<file path="config.mk">
export PLATFORM = sky130hd
export DESIGN_NAME = rx_ask4_slicer_ber
export DESIGN_NICKNAME = d
export VERILOG_FILES = /design/src/rtl/rx_ask4_slicer_ber.sv
export SDC_FILE = /design/constraint.sdc
export NUM_CORES = 1
export LEC_CHECK = 0
export ABC_AREA = 1
export CAP_MARGIN = 20
export CORE_ASPECT_RATIO = 0.9
export CORE_MARGIN = 3
export CORE_UTILIZATION = 45
export CTS_BUF_LIST = sky130_fd_sc_hd__clkbuf_8
export DETAILED_ROUTE_END_ITERATION = 8
export GPL_TIMING_DRIVEN = 0
export HOLD_SLACK_MARGIN = 0.06
export PLACE_DENSITY = 0.67
export SETUP_SLACK_MARGIN = 0.1
export SYNTH_ARGS = -nofsm -noshare
export SYNTH_HDL_FRONTEND = slang
export SYNTH_SLANG_ARGS = --single-unit
</file>
<file path="constraint.sdc">
create_clock -name clk -period 4.65 [get_ports clk]
set_input_delay 0.93 -clock clk [delete_from_list [all_inputs] [get_ports clk]]
set_output_delay 0.93 -clock clk [all_outputs]
set_load 0.005 [all_outputs]
</file>
<file path="src/rtl/rx_ask4_slicer_ber.sv">
// 4-ASK receive slicer with symbol-error counter over a fixed window.
// Optional RX_AVG_MAG_EN adds avg_mag, the mean |sig_in| over the window.
module rx_ask4_slicer_ber #(
  parameter logic signed [17:0] A_LEVEL = 18'sd21845,
  parameter int REF_DELAY = 8,
  parameter int SETTLE_SYMS = 16,
  parameter int WIN_LOG2 = 10
) (
  input  logic        clk,
  input  logic        reset,
  input  logic        sam_clk_en,
  input  logic        sym_clk_en,
  input  logic [17:0] sig_in,
  input  logic [1:0]  ref_bits,
  input  logic        meas_start,
  output logic [17:0] sym_out,
  output logic [1:0]  bits_out,
  output logic [20:0] err_count,
  output logic [20:0] sym_count,
`ifdef RX_AVG_MAG_EN
  output logic [17:0] avg_mag,
`endif
  output logic        meas_done
);

  localparam logic signed [17:0] TWO_A = A_LEVEL <<< 1;
  localparam logic signed [17:0] NEG_TWO_A = -TWO_A;
  localparam int SW = $clog2(SETTLE_SYMS + 1);
  localparam logic [SW-1:0] SETTLE_LAST = SW'(SETTLE_SYMS - 1);
  localparam logic [20:0] WIN = 21'd1 << WIN_LOG2;

  typedef enum logic [1:0] {
    SETTLE,
    MEASURE,
    DONE
  } state_t;

  logic signed [17:0] sig_s;
  logic [1:0]  slice_d;
  logic [17:0] sym_q;
  logic [1:0]  bits_q;
  logic [1:0]  refd_q;
  logic [1:0]  dl_q [REF_DELAY];
  logic        cmp_q;
  logic        err_flag;
  state_t      state_q;
  logic [SW-1:0] settle_q;
  logic [20:0] err_q;
  logic [20:0] symc_q;
  logic        done_q;
  logic        unused_sam;

  assign sig_s = $signed(sig_in);
  assign unused_sam = sam_clk_en;
  assign err_flag = (bits_q != refd_q);

`ifdef RX_AVG_MAG_EN
  localparam int AW = 18 + WIN_LOG2;
  logic [17:0] mag_d;
  logic [17:0] mag_q;
  logic [AW-1:0] acc_q;
  logic [AW-1:0] acc_d;
  logic [17:0] avg_q;

  // Magnitude of the symbol sample; the most negative code saturates.
  always_comb begin
    mag_d = sig_in;
    if (sig_s == -18'sd131072) mag_d = 18'd131071;
    else if (sig_s < 18'sd0) mag_d = 18'(-sig_s);
  end

  assign acc_d = acc_q + AW'(mag_q);
  assign avg_mag = avg_q;
`endif

  // Four-level decision against 0 and +/-2a.
  always_comb begin
    slice_d = 2'b00;
    unique case (1'b1)
      (sig_s >= TWO_A):
        slice_d = 2'b11;
      (sig_s >= 18'sd0 && sig_s < TWO_A):
        slice_d = 2'b10;
      (sig_s >= NEG_TWO_A && sig_s < 18'sd0):
        slice_d = 2'b01;
      default:
        slice_d = 2'b00;
    endcase
  end

  // Downsample, slice and shift the reference on each symbol enable.
  // refd_q takes the tap before the shift so it lines up with bits_q.
  always_ff @(posedge clk) begin
    if (reset) begin
      sym_q  <= '0;
      bits_q <= '0;
      refd_q <= '0;
      cmp_q  <= 1'b0;
      for (int i = 0; i < REF_DELAY; i++) dl_q[i] <= 2'b00;
`ifdef RX_AVG_MAG_EN
      mag_q  <= '0;
`endif
    end else begin
      cmp_q <= sym_clk_en;
      if (sym_clk_en) begin
        sym_q  <= sig_in;
        bits_q <= slice_d;
        refd_q <= dl_q[REF_DELAY-1];
        dl_q[0] <= ref_bits;
        for (int i = 1; i < REF_DELAY; i++) dl_q[i] <= dl_q[i-1];
`ifdef RX_AVG_MAG_EN
        mag_q  <= mag_d;
`endif
      end
    end
  end

  // Settle / measure / done sequencing with restart priority.
  always_ff @(posedge clk) begin
    if (reset || meas_start) begin
      state_q  <= SETTLE;
      settle_q <= '0;
      err_q    <= '0;
      symc_q   <= '0;
      done_q   <= 1'b0;
`ifdef RX_AVG_MAG_EN
      acc_q    <= '0;
      avg_q    <= '0;
`endif
    end else if (cmp_q) begin
      unique case (state_q)
        SETTLE: begin
          if (settle_q == SETTLE_LAST) begin
            state_q  <= MEASURE;
            settle_q <= '0;
            err_q    <= '0;
            symc_q   <= '0;
`ifdef RX_AVG_MAG_EN
            acc_q    <= '0;
`endif
          end else begin
            settle_q <= settle_q + 1'b1;
          end
        end
        MEASURE: begin
          symc_q <= symc_q + 21'd1;
          err_q  <= err_q + {20'd0, err_flag};
`ifdef RX_AVG_MAG_EN
          acc_q  <= acc_d;
`endif
          if (symc_q + 21'd1 == WIN) begin
            state_q <= DONE;
            done_q  <= 1'b1;
`ifdef RX_AVG_MAG_EN
            avg_q   <= 18'(acc_d >> WIN_LOG2);
`endif
          end
        end
        DONE: begin
        end
        default: state_q <= SETTLE;
      endcase
    end
  end

  assign sym_out   = sym_q;
  assign bits_out  = bits_q;
  assign err_count = err_q;
  assign sym_count = symc_q;
  assign meas_done = done_q;

endmodule
</file>
==> impl_metrics.tcl <==
set metrics [dict create \
    area_growth_pct 26.5 \
    fin_util 0.591 \
    final-setup-viol-count 0 \
    fillers 923 \
    die_x_um 112 \
    io_buffers 86 \
    ctsResizeCount 0 \
    outcome "finished, final reports clean" \
    p_per_area_mw_per_mm2 252 \
    dpl.hpwl_mm 8.64 \
    ys_top_cells_by_area "dfxtp_1 32%, nand2_1 13%, edfxtp_1 10%" \
    reg2reg_depth 11 \
    rows 34 \
    dieArea_mm2 0.0115 \
    required_ns 4.88 \
    endpoint_kind "register" \
    core_mm2 0.00983 \
    setup_tns_ns 0 \
    grt_usage 0.209 \
    cts.sinks 89 \
    grt_pass1_wl_mm 19.7 \
    pin_count 88 \
    ir_drop_v 0.000179 \
    drive_gt1_frac 0.0685 \
    crit_slowest_cell "clkdlybuf4s50_1" \
    synth_largest_area_cell "dfxtp_1" \
    yosysUniqueCellTypes 37 \
    cts_setup_buffers 0 \
    cp_num_buf_inv 4 \
    grt_antenna_before_repair 0 \
    crit_type "in2reg" \
    wl_mm 11.6 \
    viasPerCell 5.10 \
    ys_seq_elements 89 \
    fin_skew_ns 0.0157 \
    fin_nets 769 \
    fin_crit_ns 2.59 \
    power_leakage_nw 2.14 \
    yosys.area_share.adder 0.0109 \
    root_buffer "clkbuf_8" \
    crit_cells 6 \
    setup_ws_ns 2.06 \
    critPathMostFrequentCell "clkbuf_1" \
    max_freq_ghz 0.386 \
    hold_buffers 0 \
    cp-start-kind "input pin" \
    synth_top_area_frac 0.318 \
    synth-seq-area-share 0.423 \
    hold_viol_final 0 \
    post_synth_and_or_nand_nor_area_fraction 0.341 \
    grt_max_degree 19 \
    synth_compound_area_frac 0.114 \
    crit_fanout 10 \
    dr_wl_met3_um 944 \
    holdPathStages 2 \
    chipHeight_um 102 \
    syn-num-nets 672 \
    grt_pass1_vias 4130 \
    min_path_type "reg2reg" \
    overflow 0 \
    place_ws_ns 1.73 \
    syn_area_mm2 0.00459 \
    globalplace.congestion 0.879 \
    drt_drc_violations_left 0 \
    htreeDepth 3 \
    maxCapViolations 0 \
    m1WireLength_mm 5.47 \
    routed.top_layer "met4" \
    hold_path.startpoint "settle_q[4]" \
    wl_per_cell_um 13.3 \
    synth-xor-area-share 0.0229 \
    r2r_slack_ns 2.42 \
    finalMaxSlewViolations 0 \
    postSynthAreaPerCell_um2 7.14 \
    dr.first_iter.drc_count 276 \
    ant_nets 0 \
    min_to "settle_q[4]" \
    clk_path_buf_depth 2 \
    rsz0062_at_grt "no" \
    worst_pin_slew_ns 0.644 \
    synthCells 643 \
    relSlewSlack 0.570 \
    regToRegStartpoint "bits_out[0]" \
    antenna_cells 0 \
    critPathTopFamily "buffers and inverters" \
    cts_tree "built" \
    muxShareOfSynthArea 0 \
    synth_top_family_by_area "simple AND/OR/NAND/NOR gates" \
    vias 4439 \
    path_clk_slew_ns 0.08 \
    worstPathArrival_ns 2.82 \
    slowest_delay_ns 0.61 \
    firstDrtPassIters 5 \
    yosys_warnings 0 \
    cts_buffers 9 \
    dr_wl_met2_mm 5.05 \
    clock_latency_ns 0.37 \
    min_period_over_period 0.556 \
    crit_path_cell_trace "clkdlybuf4s50_1 -> nor2_1 -> inv_1 -> clkbuf_1 -> clkbuf_1 -> a21oi_1" \
    initial_core_util 0.467 \
    rr_endpoint "err_count[16]" \
]
## worst register-to-register path: stages (launching register included)
cell	delay, ns
dfxtp_1	0.34
xnor2_1	0.13
nand3_1	0.07
ha_1	0.26
ha_1	0.25
inv_1	0.11
nor3_2	0.25
nand2_1	0.11
nor3b_1	0.25
xor2_1	0.17
nand3_1	0.09
a21oi_1	0.14
## Yosys cell counts (all sizes together)
cell      n
a31o      1
nand4    22
nor3     15
xor2      7
nand3    43
nor2     86
inv      86
or2       2
a21oi    54
nor4      5
o21bai    1
xnor2     5
a21o      2
o22ai     1
nor3b     2
buf       6
a22o      3
o21ai    35
ha        4
edfxtp   16
nand3b    2
nand2   160
dfxtp    73
clkbuf   10
a211oi    2
## layout by cell type, fill, tap and decap left out, types with 3 or more instances in the layout
master	n
nand4_1	22
clkbuf_1	10
nor4_1	5
inv_2	5
buf_2	3
nor2_1	73
clkdlybuf4s50_1	86
nor3_1	14
o21ai_0	33
inv_1	81
edfxtp_1	16
nand3_1	40
a22o_1	3
nand2_1	155
xnor2_1	5
xor2_1	7
ha_1	4
clkbuf_8	9
nor2_4	6
nand2_2	3
a21oi_1	54
dfxtp_1	73
nor2_2	5
inv_6	3
## flip-flops by register name, indices dropped and copies added, names as in the netlist
| name | cells |
|---|---|
| sym_count | 21 |
| sym_out | 18 |
| meas_done | 1 |
| settle_q | 5 |
| cmp_q | 1 |
| refd_q | 2 |
| bits_out | 2 |
| err_count | 21 |
| state_q | 2 |
| dl_q | 16 |
## metrics by stage
step,instances,hold slack [ns],area (µm²),power (mW)
after floorplan,643,0.419,4590,0.874
after global placement,855,0.433,5610,0.932
after detailed placement,855,0.439,5610,0.933
after CTS,871,0.453,5810,1.48
after global routing,871,0.477,5810,1.53
final,871,0.453,5810,1.47
## cell families after synthesis
family / count (synthesis)
flops: 89
fa+ha+maj: 4
compound gates: 99
buf+inv: 102
xor+xnor: 12
simple gates: 337
## power by group
group	switching [mW]	internal, mW	total [mW]
clock	0.298	0.252	0.551
sequential	0.00932	0.806	0.815
combinational	0.0518	0.0490	0.101
total	0.359	1.11	1.47
## metal layers
layer,track usage,up-vias
met1,0.286,1986
met4,0.0573,0
li1,-,2290
met5,0,-
met3,0.0622,10
met2,0.325,153
## final cells by class
| type | count | area (µm²) | area share |
|---|---|---|---|
| Inverter | 86 | 323 | 0.0556 |
| Timing Repair Buffer | 86 | 861 | 0.148 |
| Buffer | 16 | 82.6 | 0.0142 |
| Sequential cell | 89 | 1940 | 0.334 |
| Multi-Input combinational cell | 452 | 2240 | 0.386 |
| Tap cell | 126 | 158 | 0.0271 |
| Clock buffer | 9 | 124 | 0.0213 |
| Clock inverter | 7 | 75.1 | 0.0129 |
## worst max-delay path by stage
stage                            from            end
after detailed placement        reset  sym_count[19]
final                           reset   err_count[8]
after global routing            reset   err_count[8]
after floorplan           bits_out[0]  err_count[16]
after global placement          reset  sym_count[18]
after CTS                       reset  sym_count[19]
Note: power is estimated with default switching activity, not from simulation.
